--- src/rtl/sap_ctrl_pkg.sv ---
// Shared constants for the SAP-1 control sequencer: opcodes, T-state
// encoding and control-word bit positions.
package sap_ctrl_pkg;

  localparam logic [3:0] OP_LDA = 4'h0;
  localparam logic [3:0] OP_ADD = 4'h1;
  localparam logic [3:0] OP_SUB = 4'h2;
  localparam logic [3:0] OP_JMP = 4'h3;
  localparam logic [3:0] OP_OUT = 4'hE;
  localparam logic [3:0] OP_HLT = 4'hF;

  typedef enum logic [2:0] {
    ST_T1   = 3'd0,
    ST_T2   = 3'd1,
    ST_T3   = 3'd2,
    ST_T4   = 3'd3,
    ST_T5   = 3'd4,
    ST_T6   = 3'd5,
    ST_HALT = 3'd6
  } state_e;

  localparam int CW_W  = 13;
  localparam int CW_CP = 0;
  localparam int CW_EP = 1;
  localparam int CW_LP = 2;
  localparam int CW_LM = 3;
  localparam int CW_CE = 4;
  localparam int CW_LI = 5;
  localparam int CW_EI = 6;
  localparam int CW_LA = 7;
  localparam int CW_EA = 8;
  localparam int CW_SU = 9;
  localparam int CW_EU = 10;
  localparam int CW_LB = 11;
  localparam int CW_LO = 12;

  typedef logic [CW_W-1:0] cword_t;

  // Single-bit control word with only the strobe at index idx set.
  function automatic cword_t cw_bit(input int idx);
    return cword_t'(1) << idx;
  endfunction

  // One-hot T-state display; HALT (and any unused code) shows no T-state.
  function automatic logic [5:0] tstate_onehot(input state_e s);
    case (s)
      ST_T1:   return 6'b000001;
      ST_T2:   return 6'b000010;
      ST_T3:   return 6'b000100;
      ST_T4:   return 6'b001000;
      ST_T5:   return 6'b010000;
      ST_T6:   return 6'b100000;
      default: return 6'b000000;
    endcase
  endfunction

endpackage

--- src/rtl/sap_microcode_rom.sv ---
// Combinational microcode: (opcode, T-state) -> control word plus flags
// marking the instruction's last T-state and the halt request.
module sap_microcode_rom
  import sap_ctrl_pkg::*;
(
  input  logic [3:0] opcode_i,
  input  state_e     state_i,
  output cword_t     cw_o,
  output logic       last_o,
  output logic       halt_o
);

  // Decode table; each T-state drives at most one bus source.
  always_comb begin
    cw_o   = '0;
    last_o = 1'b0;
    halt_o = 1'b0;
    case (state_i)
      ST_T1: cw_o = cw_bit(CW_EP) | cw_bit(CW_LM);
      ST_T2: cw_o = cw_bit(CW_CP);
      ST_T3: cw_o = cw_bit(CW_CE) | cw_bit(CW_LI);
      ST_T4: begin
        case (opcode_i)
          OP_LDA, OP_ADD, OP_SUB: cw_o = cw_bit(CW_EI) | cw_bit(CW_LM);
          OP_JMP: begin
            cw_o   = cw_bit(CW_EI) | cw_bit(CW_LP);
            last_o = 1'b1;
          end
          OP_OUT: begin
            cw_o   = cw_bit(CW_EA) | cw_bit(CW_LO);
            last_o = 1'b1;
          end
          OP_HLT:  halt_o = 1'b1;
          default: last_o = 1'b1;
        endcase
      end
      ST_T5: begin
        case (opcode_i)
          OP_LDA: begin
            cw_o   = cw_bit(CW_CE) | cw_bit(CW_LA);
            last_o = 1'b1;
          end
          OP_ADD, OP_SUB: cw_o = cw_bit(CW_CE) | cw_bit(CW_LB);
          // Opcode changed mid-instruction: bail back to fetch quietly.
          default: last_o = 1'b1;
        endcase
      end
      ST_T6: begin
        last_o = 1'b1;
        case (opcode_i)
          OP_ADD:  cw_o = cw_bit(CW_EU) | cw_bit(CW_LA);
          OP_SUB:  cw_o = cw_bit(CW_EU) | cw_bit(CW_LA) | cw_bit(CW_SU);
          default: cw_o = '0;
        endcase
      end
      default: begin
        cw_o   = '0;
        last_o = 1'b0;
      end
    endcase
  end

endmodule

--- src/rtl/sap_control_sequencer.sv ---
// SAP-1 control sequencer: T1..T6 ring with free-run / single-step
// advance, HALT latch and advance-gated control strobes.
module sap_control_sequencer
  import sap_ctrl_pkg::*;
(
  input  logic       clk,
  input  logic       clr,
  input  logic [3:0] opcode,
  input  logic       run,
  input  logic       step,
  output logic       cp,
  output logic       ep,
  output logic       lp,
  output logic       lm,
  output logic       ce,
  output logic       li,
  output logic       ei,
  output logic       la,
  output logic       ea,
  output logic       su,
  output logic       eu,
  output logic       lb,
  output logic       lo,
  output logic       hlt,
  output logic [5:0] t_state
);

  state_e state_q, state_d;
  logic   step_q, step_d;
  logic   step_rise;
  logic   advance;
  cword_t rom_cw;
  logic   rom_last;
  logic   rom_halt;
  cword_t cw;

  // One advance per step press; run overrides single-step.
  assign step_rise = step & ~step_q;
  assign advance   = run | step_rise;

  sap_microcode_rom u_rom (
    .opcode_i (opcode),
    .state_i  (state_q),
    .cw_o     (rom_cw),
    .last_o   (rom_last),
    .halt_o   (rom_halt)
  );

  // State and step-history registers with synchronous clear.
  always_ff @(posedge clk) begin
    if (clr) begin
      state_q <= ST_T1;
      step_q  <= 1'b0;
    end else begin
      state_q <= state_d;
      step_q  <= step_d;
    end
  end

  // Next T-state: move only on advance; HALT is left only through clr.
  always_comb begin
    state_d = state_q;
    step_d  = step;
    if (state_q != ST_HALT && advance) begin
      if (rom_halt) begin
        state_d = ST_HALT;
      end else if (rom_last) begin
        state_d = ST_T1;
      end else begin
        case (state_q)
          ST_T1:   state_d = ST_T2;
          ST_T2:   state_d = ST_T3;
          ST_T3:   state_d = ST_T4;
          ST_T4:   state_d = ST_T5;
          ST_T5:   state_d = ST_T6;
          default: state_d = ST_T1;
        endcase
      end
    end
  end

  // Strobes fire only in an advancing cycle and never while clr is high.
  always_comb begin
    cw      = '0;
    hlt     = (state_q == ST_HALT) && !clr;
    t_state = tstate_onehot(state_q);
    if (!clr && state_q != ST_HALT && advance) begin
      cw = rom_cw;
    end
  end

  assign cp = cw[CW_CP];
  assign ep = cw[CW_EP];
  assign lp = cw[CW_LP];
  assign lm = cw[CW_LM];
  assign ce = cw[CW_CE];
  assign li = cw[CW_LI];
  assign ei = cw[CW_EI];
  assign la = cw[CW_LA];
  assign ea = cw[CW_EA];
  assign su = cw[CW_SU];
  assign eu = cw[CW_EU];
  assign lb = cw[CW_LB];
  assign lo = cw[CW_LO];

endmodule
--- config.mk ---
export PLATFORM = sky130hd
export DESIGN_NAME = sap_control_sequencer
export DESIGN_NICKNAME = d
export VERILOG_FILES = /design/src/rtl/sap_ctrl_pkg.sv /design/src/rtl/sap_microcode_rom.sv /design/src/rtl/sap_control_sequencer.sv
export SDC_FILE = /design/constraint.sdc
export NUM_CORES = 1
export LEC_CHECK = 0
export ABC_AREA = 1
export BUFFER_PORTS_ARGS = -buffer_cell sky130_fd_sc_hd__buf_2
export CAP_MARGIN = 20
export CELL_PAD_IN_SITES_DETAIL_PLACEMENT = 0
export CELL_PAD_IN_SITES_GLOBAL_PLACEMENT = 1
export CORE_MARGIN = 2
export CORE_UTILIZATION = 30
export CTS_CLUSTER_SIZE = 28
export DETAILED_ROUTE_END_ITERATION = 7
export PLACE_DENSITY = 0.86
export REMOVE_ABC_BUFFERS = 1
export SLEW_MARGIN = 20
export SYNTH_ARGS = -nofsm -noshare
export SYNTH_HDL_FRONTEND = slang
export SYNTH_HIERARCHICAL = 1
export SYNTH_SLANG_ARGS = --single-unit
export TNS_END_PERCENT = 50
--- constraint.sdc ---
create_clock -name clk -period 1.4 [get_ports clk]
set_input_delay 0.07 -clock clk [delete_from_list [all_inputs] [get_ports clk]]
set_output_delay 0.07 -clock clk [all_outputs]
set_load 0.05 [all_outputs]
==> impl_metrics.toml <==
[sta]
fin_crit_sh = 1.04
setup_ws_ps = -55.8
fin_skew_ps = 1.40
final_max_slew_viol_count = 0
hold_viol_final = 0
relSlewSlack = 0.821
timing.hold.ws_ps = 29.5
setup-violations-final = 9
rsz0062_at_grt = "yes"
min_period_ps = 1460
worst-slew-pin-transition_ps = 267
fmax_ghz = 0.687

[floorplanning]
die_w_um = 50.9
die_h_um = 50.9
core_region_area_mm2 = 0.00202
io_pins = 28
start_util = 0.327
die_area_mm2 = 0.00259
rows = 16

[clocking]
clkLatencyLatePin_ps = 240
clk_pin_slew_ps = 40
root_buffer = "clkbuf_4"
cts_max_level = 1
cts_hold_buf = 0
cts_max_path_buffers = 2
clock_sinks = 4
cts_buffers = 3
tritoncts = "yes"

[cells_and_area]
register_area_um2 = 91.3
n_fill_cell = 176
drive_gt1_frac = 0.561
area_delta_synth_final_pct = 82.6
nets = 167
n_antenna_cell = 0
multiInputGateArea_um2 = 532

[pwr]
p_leak_uw = 0.000542
power_density_mw_per_mm2 = 689
ir_drop_uv = 482
power_uw = 831

[run_status]
run_status = "finished with violations"
violations = "negative setup slack"

[synthesis]
ys_ff_latch = 4
async_flop_share = 0
synth-edff-count = 0
synth_cell_types = 24
synth-main-ff-cell = "dfxtp_1"
yosysSeqAreaShare = 0.121
syn_area_um2 = 661
yosysWarnings = 6
syn_inst = 117
avgSynthCellArea_um2 = 5.65

[setup_path]
path_class = "register to output pin"
critPathMaxFanout = 6
crit_path_end_kind = "output pin"
ff2ff_setup_slack_ps = 100
startpoint_type = "register"
required_ps = 1330
crit_arrival_ps = 1390

[drt]
via_per_inst = 4.55
avgRoutedWirePerCell_um = 10.6
drtIter0Drc = 17
vias = 837
drtAntennaViolNets = 0
drc = 0
totalWireLength_um = 1940
drt_pass1_iterations = 4

[placed_design]
dpl.hpwl_um = 1220
gp_congestion = 0.767
port-buffer-count = 27

[worst_hold_path]
hold_class = "input port to register"

[run]
drv_cap = 0

[grt]
grt_max_degree = 8
grt_pass1_wl_um = 3240
grt_usage = 0.160
overflow = 0
first_global_vias = 793
grt_antenna_before_repair = 0
[report_power, final]
part	leakage, uW	switching (uW)	internal, uW
Sequential	0.0000351	24.0	129
Clock	0.0000138	49.3	96.0
Combinational	0.000493	333	200
Total	0.000542	406	425
[critical path, stage by stage (launching register included)]
cell and delay, ps:
dfxtp_4 360, buf_6 120, nor2_4 120, nand2_2 100, o22ai_2 110, inv_1 60
nor2_2 110, buf_6 160
[through the flow]
stage               TNS [ps]  std cells  instance area, um^2  worst slack [ps]   util
floorplan              -3950        113                  629              -449      -
global placement           0        173                  856              77.4  0.423
detailed placement         0        173                  856              52.2  0.423
CTS                     -258        184                 1160             -44.6  0.572
global route            -936        184                 1210              -129  0.597
finish                  -250        184                 1210             -55.8  0.597
[cells in the final DEF (no fill, tap or decap), types with 2 or more instances in the layout]
master / n
buf_6: 18
inv_2: 9
nor2_4: 14
nand3_1: 8
inv_1: 20
buf_2: 9
a21oi_1: 2
clkbuf_4: 3
nand2_2: 4
nor2_1: 16
clkinv_1: 3
o22ai_2: 2
nand2_1: 13
buf_8: 2
nand3_4: 3
o21ai_0: 2
nor3_1: 2
nor2_2: 3
buf_4: 10
dfxtp_4: 3
[path summary, 6_finish.rpt]
kind | endpoint | cells past startpoint | from
hold reg to reg | state_q[2] | 4 | state_q[0]
setup reg to reg | state_q[0] | 10 | state_q[2]
hold / removal | state_q[0] | 2 | clr
setup / recovery | ce | 7 | state_q[1]
[flip-flops by register name, indices dropped and copies added, names as in the netlist]
name / flops
state_q: 3
step_q: 1
[kinds of logic (layout without fill, tap and decap cells)]
| kind of cell | Yosys count | in the layout | synth area share |
|---|---|---|---|
| AND/OR/NAND/NOR | 69 | 69 | 0.563 |
| buffers and inverters | 37 | 77 | 0.235 |
| AO/OA/AOI/OAI | 7 | 7 | 0.0814 |
| flip-flops | 4 | 4 | 0.121 |
[final cells by class]
cell class                      instances  share of cell area
Clock buffer                            3              0.0187
Sequential cell                         4              0.0757
Multi-Input combinational cell         76               0.441
Inverter                               33               0.105
Timing Repair Buffer                   41               0.332
Tap cell                               27              0.0280
[metal layers]
layer	track usage	up-vias	wire length, um
met5	0	-	0
met4	0.0495	0	17
met3	0.00877	2	42
met2	0.305	20	1080
met1	0.187	384	803
li1	-	431	-
[timing repair]
| item | 4_1_cts | 5_1_grt |
|---|---|---|
| setup buffers | 7 | 0 |
| gates resized for setup | 57 | 24 |
| pin swaps | 16 | 3 |
| hold endpoints to repair | 0 | 0 |
| setup endpoints to repair | 13 | 19 |
| cloned | 1 | 0 |
[cells in the mapped netlist, types with 2 or more instances]
master / n / area share
nand2_2: 3 / 0.028
o21ai_0: 2 / 0.015
nand2_1: 14 / 0.080
inv_1: 26 / 0.15
nand3_2: 4 / 0.061
nor2_4: 2 / 0.034
nor2_2: 10 / 0.095
o22ai_2: 2 / 0.038
inv_2: 4 / 0.023
dfxtp_1: 4 / 0.12
nor3_1: 2 / 0.015
nor2_1: 21 / 0.12
a21oi_1: 2 / 0.015
nand3_1: 8 / 0.061
buf_4: 2 / 0.023
clkinv_1: 3 / 0.017
Note: power is estimated with default switching activity, not from simulation.
